[src/rtl/adc_serial_rx.sv]
// adc_serial_rx
//   Multi-lane serial ADC capture engine. Issues a CONV pulse, then runs SCK
//   while deserialising NCH SDO lanes. Each lane carries NWORDS words per
//   conversion. Samples are stored left-justified as 16-bit words in an
//   internal first-word-fall-through FIFO.
//
//   Optional feature: define ADC_RX_TSTAMP_EN to prepend a 16-bit clk_i cycle
//   timestamp word to every frame. The timestamp is latched on the first CONV
//   cycle.
//
// Ports:
//   clk_i    system clock
//   rst_i    asynchronous active-high reset
//   start_i  one-cycle conversion request
//   clr_i    synchronous clear: flush FIFO, clear ovf_o, abort frame
//   sdo_i    NCH serial data lanes, MSB first
//   conv_o   ADC convert strobe
//   sck_o    ADC serial clock
//   rd_i     pop FIFO head
//   dat_o    FIFO head word (0 while empty)
//   empty_o  FIFO empty
//   count_o  FIFO occupancy
//   busy_o   frame in progress
//   ovf_o    sticky frame-dropped flag
module adc_serial_rx #(
    parameter int NCH       = 2,
    parameter int NBITS     = 14,
    parameter int NWORDS    = 2,
    parameter int LEAD      = 2,
    parameter int WORDLEN   = 16,
    parameter int SCKDIV    = 2,
    parameter int TCONV     = 4,
    parameter int DEPTH_LOG = 4
) (
    input  logic                 clk_i,
    input  logic                 rst_i,
    input  logic                 start_i,
    input  logic                 clr_i,
    input  logic [NCH-1:0]       sdo_i,
    output logic                 conv_o,
    output logic                 sck_o,
    input  logic                 rd_i,
    output logic [15:0]          dat_o,
    output logic                 empty_o,
    output logic [DEPTH_LOG:0]   count_o,
    output logic                 busy_o,
    output logic                 ovf_o
);

    localparam int DEPTH = 2 ** DEPTH_LOG;
    localparam int CW    = $clog2(TCONV) + 1;
    localparam int DW    = $clog2(2 * SCKDIV) + 1;
    localparam int PW    = $clog2(WORDLEN) + 1;
    localparam int WW    = $clog2(NWORDS) + 1;
    localparam int LW    = $clog2(NCH + 1) + 1;

    typedef enum logic [1:0] {IDLE, CONV, SHIFT, PUSH} state_t;

    state_t               state_q, state_d;
    logic [CW-1:0]        ccnt_q, ccnt_d;
    logic [DW-1:0]        dcnt_q, dcnt_d;
    logic [PW-1:0]        pcnt_q, pcnt_d;
    logic [WW-1:0]        widx_q, widx_d;
    logic [LW-1:0]        lcnt_q, lcnt_d;
    logic                 ovf_q, ovf_d;

    logic [NBITS-1:0]     sr_q [NCH];
    logic                 sample;
    logic                 push;
    logic [15:0]          push_word;

    logic [15:0]          mem [DEPTH];
    logic [DEPTH_LOG-1:0] wptr_q, rptr_q;
    logic [DEPTH_LOG:0]   count_q;
    logic                 pop;
    logic [DEPTH_LOG:0]   free_w;
    logic                 room;

`ifdef ADC_RX_TSTAMP_EN
    localparam int TS_WORDS = 1;
    logic [15:0] tcnt_q;
    logic [15:0] ts_q;

    always_ff @(posedge clk_i or posedge rst_i) begin
        if (rst_i) begin
            tcnt_q <= '0;
            ts_q   <= '0;
        end else begin
            tcnt_q <= tcnt_q + 16'd1;
            if (state_q == CONV && ccnt_q == '0)
                ts_q <= tcnt_q;
        end
    end
`else
    localparam int TS_WORDS = 0;
    logic [15:0] ts_q;
    assign ts_q = '0;
`endif

    localparam int FRAME = NCH * NWORDS + TS_WORDS;

    // Space for the whole frame is reserved at start, so pushes never overflow.
    assign free_w = (DEPTH_LOG + 1)'(DEPTH) - count_q;
    assign room   = 32'(free_w) >= FRAME;

    // The timestamp occupies slot 0 of the first PUSH phase only.
    logic             ts_slot;
    logic [LW-1:0]    ts_off;
    logic [LW-1:0]    lane_idx;
    logic             last_slot;

    assign ts_slot   = (TS_WORDS != 0) && (widx_q == '0);
    assign ts_off    = ts_slot ? LW'(1) : '0;
    assign lane_idx  = lcnt_q - ts_off;
    assign last_slot = (lcnt_q == LW'(NCH - 1) + ts_off);

    always_comb begin
        state_d   = state_q;
        ccnt_d    = ccnt_q;
        dcnt_d    = dcnt_q;
        pcnt_d    = pcnt_q;
        widx_d    = widx_q;
        lcnt_d    = lcnt_q;
        ovf_d     = ovf_q;
        sample    = 1'b0;
        push      = 1'b0;
        push_word = '0;

        if (clr_i) begin
            state_d = IDLE;
            ovf_d   = 1'b0;
            ccnt_d  = '0;
            dcnt_d  = '0;
            pcnt_d  = '0;
            widx_d  = '0;
            lcnt_d  = '0;
        end else begin
            case (state_q)
                IDLE: begin
                    if (start_i) begin
                        if (room) begin
                            state_d = CONV;
                            ccnt_d  = '0;
                        end else begin
                            ovf_d = 1'b1;
                        end
                    end
                end
                CONV: begin
                    if (ccnt_q == CW'(TCONV - 1)) begin
                        state_d = SHIFT;
                        dcnt_d  = '0;
                        pcnt_d  = '0;
                        widx_d  = '0;
                    end else begin
                        ccnt_d = ccnt_q + CW'(1);
                    end
                end
                SHIFT: begin
                    // Capture on the high-to-low SCK transition. Only the data
                    // window of each word is captured.
                    sample = (dcnt_q == DW'(SCKDIV - 1)) &&
                             (32'(pcnt_q) >= LEAD) &&
                             (32'(pcnt_q) < LEAD + NBITS);
                    if (dcnt_q == DW'(2 * SCKDIV - 1)) begin
                        dcnt_d = '0;
                        if (pcnt_q == PW'(WORDLEN - 1)) begin
                            state_d = PUSH;
                            lcnt_d  = '0;
                        end else begin
                            pcnt_d = pcnt_q + PW'(1);
                        end
                    end else begin
                        dcnt_d = dcnt_q + DW'(1);
                    end
                end
                PUSH: begin
                    push = 1'b1;
                    if (ts_slot && lcnt_q == '0) begin
                        push_word = ts_q;
                    end else begin
                        for (int unsigned i = 0; i < NCH; i++) begin
                            if (32'(lane_idx) == i)
                                push_word = 16'(sr_q[i]) << (16 - NBITS);
                        end
                    end
                    if (last_slot) begin
                        if (widx_q == WW'(NWORDS - 1)) begin
                            state_d = IDLE;
                        end else begin
                            state_d = SHIFT;
                            widx_d  = widx_q + WW'(1);
                            pcnt_d  = '0;
                            dcnt_d  = '0;
                        end
                    end else begin
                        lcnt_d = lcnt_q + LW'(1);
                    end
                end
                default: state_d = IDLE;
            endcase
        end
    end

    always_ff @(posedge clk_i or posedge rst_i) begin
        if (rst_i) begin
            state_q <= IDLE;
            ccnt_q  <= '0;
            dcnt_q  <= '0;
            pcnt_q  <= '0;
            widx_q  <= '0;
            lcnt_q  <= '0;
            ovf_q   <= 1'b0;
        end else begin
            state_q <= state_d;
            ccnt_q  <= ccnt_d;
            dcnt_q  <= dcnt_d;
            pcnt_q  <= pcnt_d;
            widx_q  <= widx_d;
            lcnt_q  <= lcnt_d;
            ovf_q   <= ovf_d;
        end
    end

    always_ff @(posedge clk_i or posedge rst_i) begin
        if (rst_i) begin
            for (int unsigned i = 0; i < NCH; i++)
                sr_q[i] <= '0;
        end else if (sample) begin
            for (int unsigned i = 0; i < NCH; i++)
                sr_q[i] <= {sr_q[i][NBITS-2:0], sdo_i[i]};
        end
    end

    assign pop = rd_i && (count_q != '0);

    always_ff @(posedge clk_i or posedge rst_i) begin
        if (rst_i) begin
            wptr_q  <= '0;
            rptr_q  <= '0;
            count_q <= '0;
        end else if (clr_i) begin
            wptr_q  <= '0;
            rptr_q  <= '0;
            count_q <= '0;
        end else begin
            if (push)
                wptr_q <= wptr_q + DEPTH_LOG'(1);
            if (pop)
                rptr_q <= rptr_q + DEPTH_LOG'(1);
            case ({push, pop})
                2'b10:   count_q <= count_q + (DEPTH_LOG + 1)'(1);
                2'b01:   count_q <= count_q - (DEPTH_LOG + 1)'(1);
                default: count_q <= count_q;
            endcase
        end
    end

    always_ff @(posedge clk_i) begin
        if (push)
            mem[wptr_q] <= push_word;
    end

    assign dat_o   = (count_q == '0) ? '0 : mem[rptr_q];
    assign empty_o = (count_q == '0);
    assign count_o = count_q;
    assign conv_o  = (state_q == CONV);
    assign sck_o   = (state_q == SHIFT) && (dcnt_q < DW'(SCKDIV));
    assign busy_o  = (state_q != IDLE);
    assign ovf_o   = ovf_q;

endmodule

[config.mk]
export PLATFORM = sky130hd
export DESIGN_NAME = adc_serial_rx
export DESIGN_NICKNAME = d
export VERILOG_FILES = /design/src/rtl/adc_serial_rx.sv
export SDC_FILE = /design/constraint.sdc
export NUM_CORES = 1
export LEC_CHECK = 0
export BUFFER_PORTS_ARGS = -buffer_cell sky130_fd_sc_hd__clkbuf_2
export CORE_MARGIN = 2
export CORE_UTILIZATION = 56
export DETAILED_ROUTE_END_ITERATION = 12
export GPL_ROUTABILITY_DRIVEN = 0
export PLACE_DENSITY = 0.73
export SLEW_MARGIN = 0
export SYNTH_ARGS = -nofsm -noshare
export SYNTH_HDL_FRONTEND = slang
export SYNTH_SLANG_ARGS = --single-unit
[constraint.sdc]
create_clock -name clk_i -period 3.1 [get_ports clk_i]
set_input_delay 0.62 -clock clk_i [delete_from_list [all_inputs] [get_ports clk_i]]
set_output_delay 0.62 -clock clk_i [all_outputs]
set_load 0.01 [all_outputs]
==> metrics.txt <==
outcome completed; count of flip-flops with a built-in enable after synthesis 224; number of buffers added to fix hold violations after cts 0; Max H-tree Level 1; fin area 13400 um2; DR DRC count 0; number of CTS-inserted buffers 28; First-pass DRT Iterations 5; area share of and/or/nand/nor cells after synthesis slightly below 6%; number of synthesized register bits between 200 and 300; total inserted antenna cells 0; arrival time of data at the critical path endpoint 2440 ps; number of I/O port buffers 30; count of routing violations after the opening detailed-route iteration around 530; clock-pin slew reported for the worst setup and hold paths after clock tree synthesis approximately 60 ps; final hold violations 0; area of placed instances ~12000 um2; Synth Cell Area around 12000 um2; critical path startpoint category flop; critical path, cell by cell nor4_4 > ha_4 > buf_4 > nor3_1 > a22oi_1 > nand2_1 > clkbuf_2; Worst path max stage delay 550 ps; effective utilization at floorplan 57.5%; Worst VDD drop approximately 0.5 mV; Hold/Removal Path Class in2async; via count normalized by instance count between 6 and 7; clock tree from TritonCTS done; setup-violating endpoint count in the final report 0; Fmax 0.327 GHz; CP max FO 9; compound-cell area share of the yosys netlist about 4.8%; most common library cell in the layout ignoring fill and taps sky130_fd_sc_hd__edfxtp_1; maximum number of buffers from clock root to sink 3; HPWL after DPL ~15 mm; CTS root buf sky130_fd_sc_hd__clkbuf_16; fraction of final layout cells sized beyond drive strength 1 a little under a third; met1 track demand over resource slightly above 30%; slew at the pin closest to its max-slew limit 951 ps; depth of the worst register-to-register path 12; Post-Route Utilization 65.9%; Tmin final roughly 3100 ps; core footprint 20400 um2; largest net degree at the start of global routing between 40 and 50; Die Outline Area 22100 um2; most frequent cells in the layout sky130_fd_sc_hd__edfxtp_1 (224), sky130_fd_sc_hd__mux4_2 (56), sky130_fd_sc_hd__dfrtp_1 (55); first-pass GRT wire length around 37 mm; GRT busiest layer met2; Global Route met2 Usage ~38%; post-layout worst setup margin between 40 and 50 ps; Yosys warnings 0; RSZ-0062 raised after global routing yes; DRT Wirelength 23.9 mm; Cell Rows 52; number of antenna violations at the first check in global routing 0; share of the synthesized netlist area taken by xor and xnor gates 0.983%; Antenna Nets Post-Route 0; Die W around 150 um; total routing usage reported by global routing between 20 and 25%; max-cap violations 0; part of the cycle the worst path needs between 90 and 100%; source of the worst register-to-register timing path count_o[3]$_DFFE_PP0P_; worst slew slack as a fraction of its limit between 30% and 40%; via total after detailed routing between 6000 and 7000; capturing element of the worst setup path dat_o[11]; adder and majority cell fraction of the synthesized area between 1.5 and 2%; worst path required time ~2500 ps; clock skew around 21 ps; largest family of logic cells by synthesized area multiplexers; Critical Path Start count_o[1]$_DFFE_PP0P_; Die Span Y 149 um; share of synthesized area spent on multiplexers between 10% and 20%; number of global-route vias before repair 6427; Max stage delay cell, worst path sky130_fd_sc_hd__dfrtp_1; Synth-to-Final Area Change 14.5%; met3 Resource Use GR around 3.2%; Async SR Flop Fraction approximately a fifth; power density cells roughly 720 nW/um2; Top-Level Pins 33; Avg Cell Area, Syn 17.6 um2; wire per inst 23.3 um; post-synthesis instance total 666; max-slew violation count 0; net count of the finished layout roughly 760; clock insertion delay at the later pin of the skew report between 500 and 600 ps; endpoint kind of the worst setup timing path output port; Crit Path Category reg2out; aggregate global routing overflow 0; clock sink count around 280; number of distinct standard cells referenced by the synthesized netlist 53; R2R Path End count_o[4]$_DFFE_PP0P_; total leakage power ~5.4 nW; minimum setup slack among reg-to-reg paths ~310 ps; sequential fraction of the synthesis area 70.2%; Synth Flop Type sky130_fd_sc_hd__edfxtp_1; Place WS roughly 27 ps
==> metrics by stage <==
step                instances  hold slack (ps)  TNS, ps  power (mW)
global placement          967              468        0        5.94
finish                   1025              296        0        9.64
floorplan                 667              457        0        5.51
detailed placement        967              478        0        6.00
global route             1025              321     -127        10.0
CTS                      1023              314        0        9.65
==> where the power goes <==
group	internal (mW)	total [mW]	switching (mW)
clock network	2.16	3.55	1.39
registers	4.15	4.28	0.131
logic	0.819	1.80	0.986
total	7.13	9.64	2.51
==> critical path, delay by kind of cell, from the launching register on <==
kind                       cells  cell delay, ps
buffers and inverters          2             290
AOI/OAI and AO/OA              1             200
and+or+nand+nor                3             660
adders and majority gates      1             190
DFF                            1             550
==> registers in the layout, indices dropped and copies added, names as in the netlist <==
register,flops
widx_q,2
rptr_q,4
count_o,5
state_q,2
lcnt_q,3
pcnt_q,5
sr_q,28
ovf_o,1
ccnt_q,3
wptr_q,4
dcnt_q,3
mem,224
==> area by class of cell <==
type | instances | area, um2
inverter | 17 | 63.8
timing repair buffer | 69 | 484
tap | 270 | 338
sequential | 284 | 8240
multi-input combinational | 333 | 3310
clock inverter | 21 | 268
clock buffer | 31 | 712
fill | 1359 | 6950
==> routing by layer <==
| layer | up-vias | share of wire, % |
|---|---|---|
| met5 | - | 0 |
| met2 | 236 | 51 |
| met1 | 3268 | 40 |
| met3 | 52 | 5.8 |
| met4 | 0 | 2.9 |
| li1 | 2737 | - |
==> synthesized netlist by cell type, types with 11 or more instances <==
cell type / count / share of area [%]
sky130_fd_sc_hd__a22o_1: 16 / 1.2
sky130_fd_sc_hd__edfxtp_1: 224 / 57
sky130_fd_sc_hd__and2_1: 26 / 1.4
sky130_fd_sc_hd__mux4_2: 56 / 11
sky130_fd_sc_hd__ha_1: 18 / 1.9
sky130_fd_sc_hd__nor3_1: 11 / 0.47
sky130_fd_sc_hd__nand2_1: 37 / 1.2
sky130_fd_sc_hd__buf_2: 14 / 0.60
sky130_fd_sc_hd__inv_1: 16 / 0.51
sky130_fd_sc_hd__a22oi_1: 28 / 1.8
sky130_fd_sc_hd__dfrtp_1: 60 / 13
sky130_fd_sc_hd__nor2_1: 34 / 1.1
sky130_fd_sc_hd__mux2_2: 28 / 2.7
sky130_fd_sc_hd__o21ai_0: 13 / 0.56
==> worst min-delay path by stage <==
stage	from	end	slack [ps]	cells past startpoint
2_1_floorplan	widx_q[0]$_DFFE_PP0P_	widx_q[0]$_DFFE_PP0P_	460	1
3_3_place_gp	widx_q[0]$_DFFE_PP0P_	widx_q[0]$_DFFE_PP0P_	470	1
3_5_place_dp	count_o[4]$_DFFE_PP0P_	count_o[4]$_DFFE_PP0P_	480	1
4_1_cts	sdo_i[1]	sr_q[0]$_DFFE_PP0P_	310	2
5_1_grt	sdo_i[1]	sr_q[0]$_DFFE_PP0P_	320	2
6_report	rst_i	sr_q[14]$_DFFE_PP0P_	300	2
==> cell families after synthesis <==
| logic type | count (synthesis) |
|---|---|
| buf+inv | 50 |
| fa+ha+maj | 18 |
| flops | 284 |
| compound gates | 78 |
| xor+xnor | 11 |
| mux | 90 |
| other cells | 1 |
| simple gates | 134 |
==> repair_timing <==
| item | in CTS | in global routing |
|---|---|---|
| endpoints found under the setup margin | 14 | 14 |
| gates resized for setup | 11 | 15 |
| pin swaps | 2 | 3 |
| buffers inserted | 4 | 2 |
(Power assumes the default switching activity.)
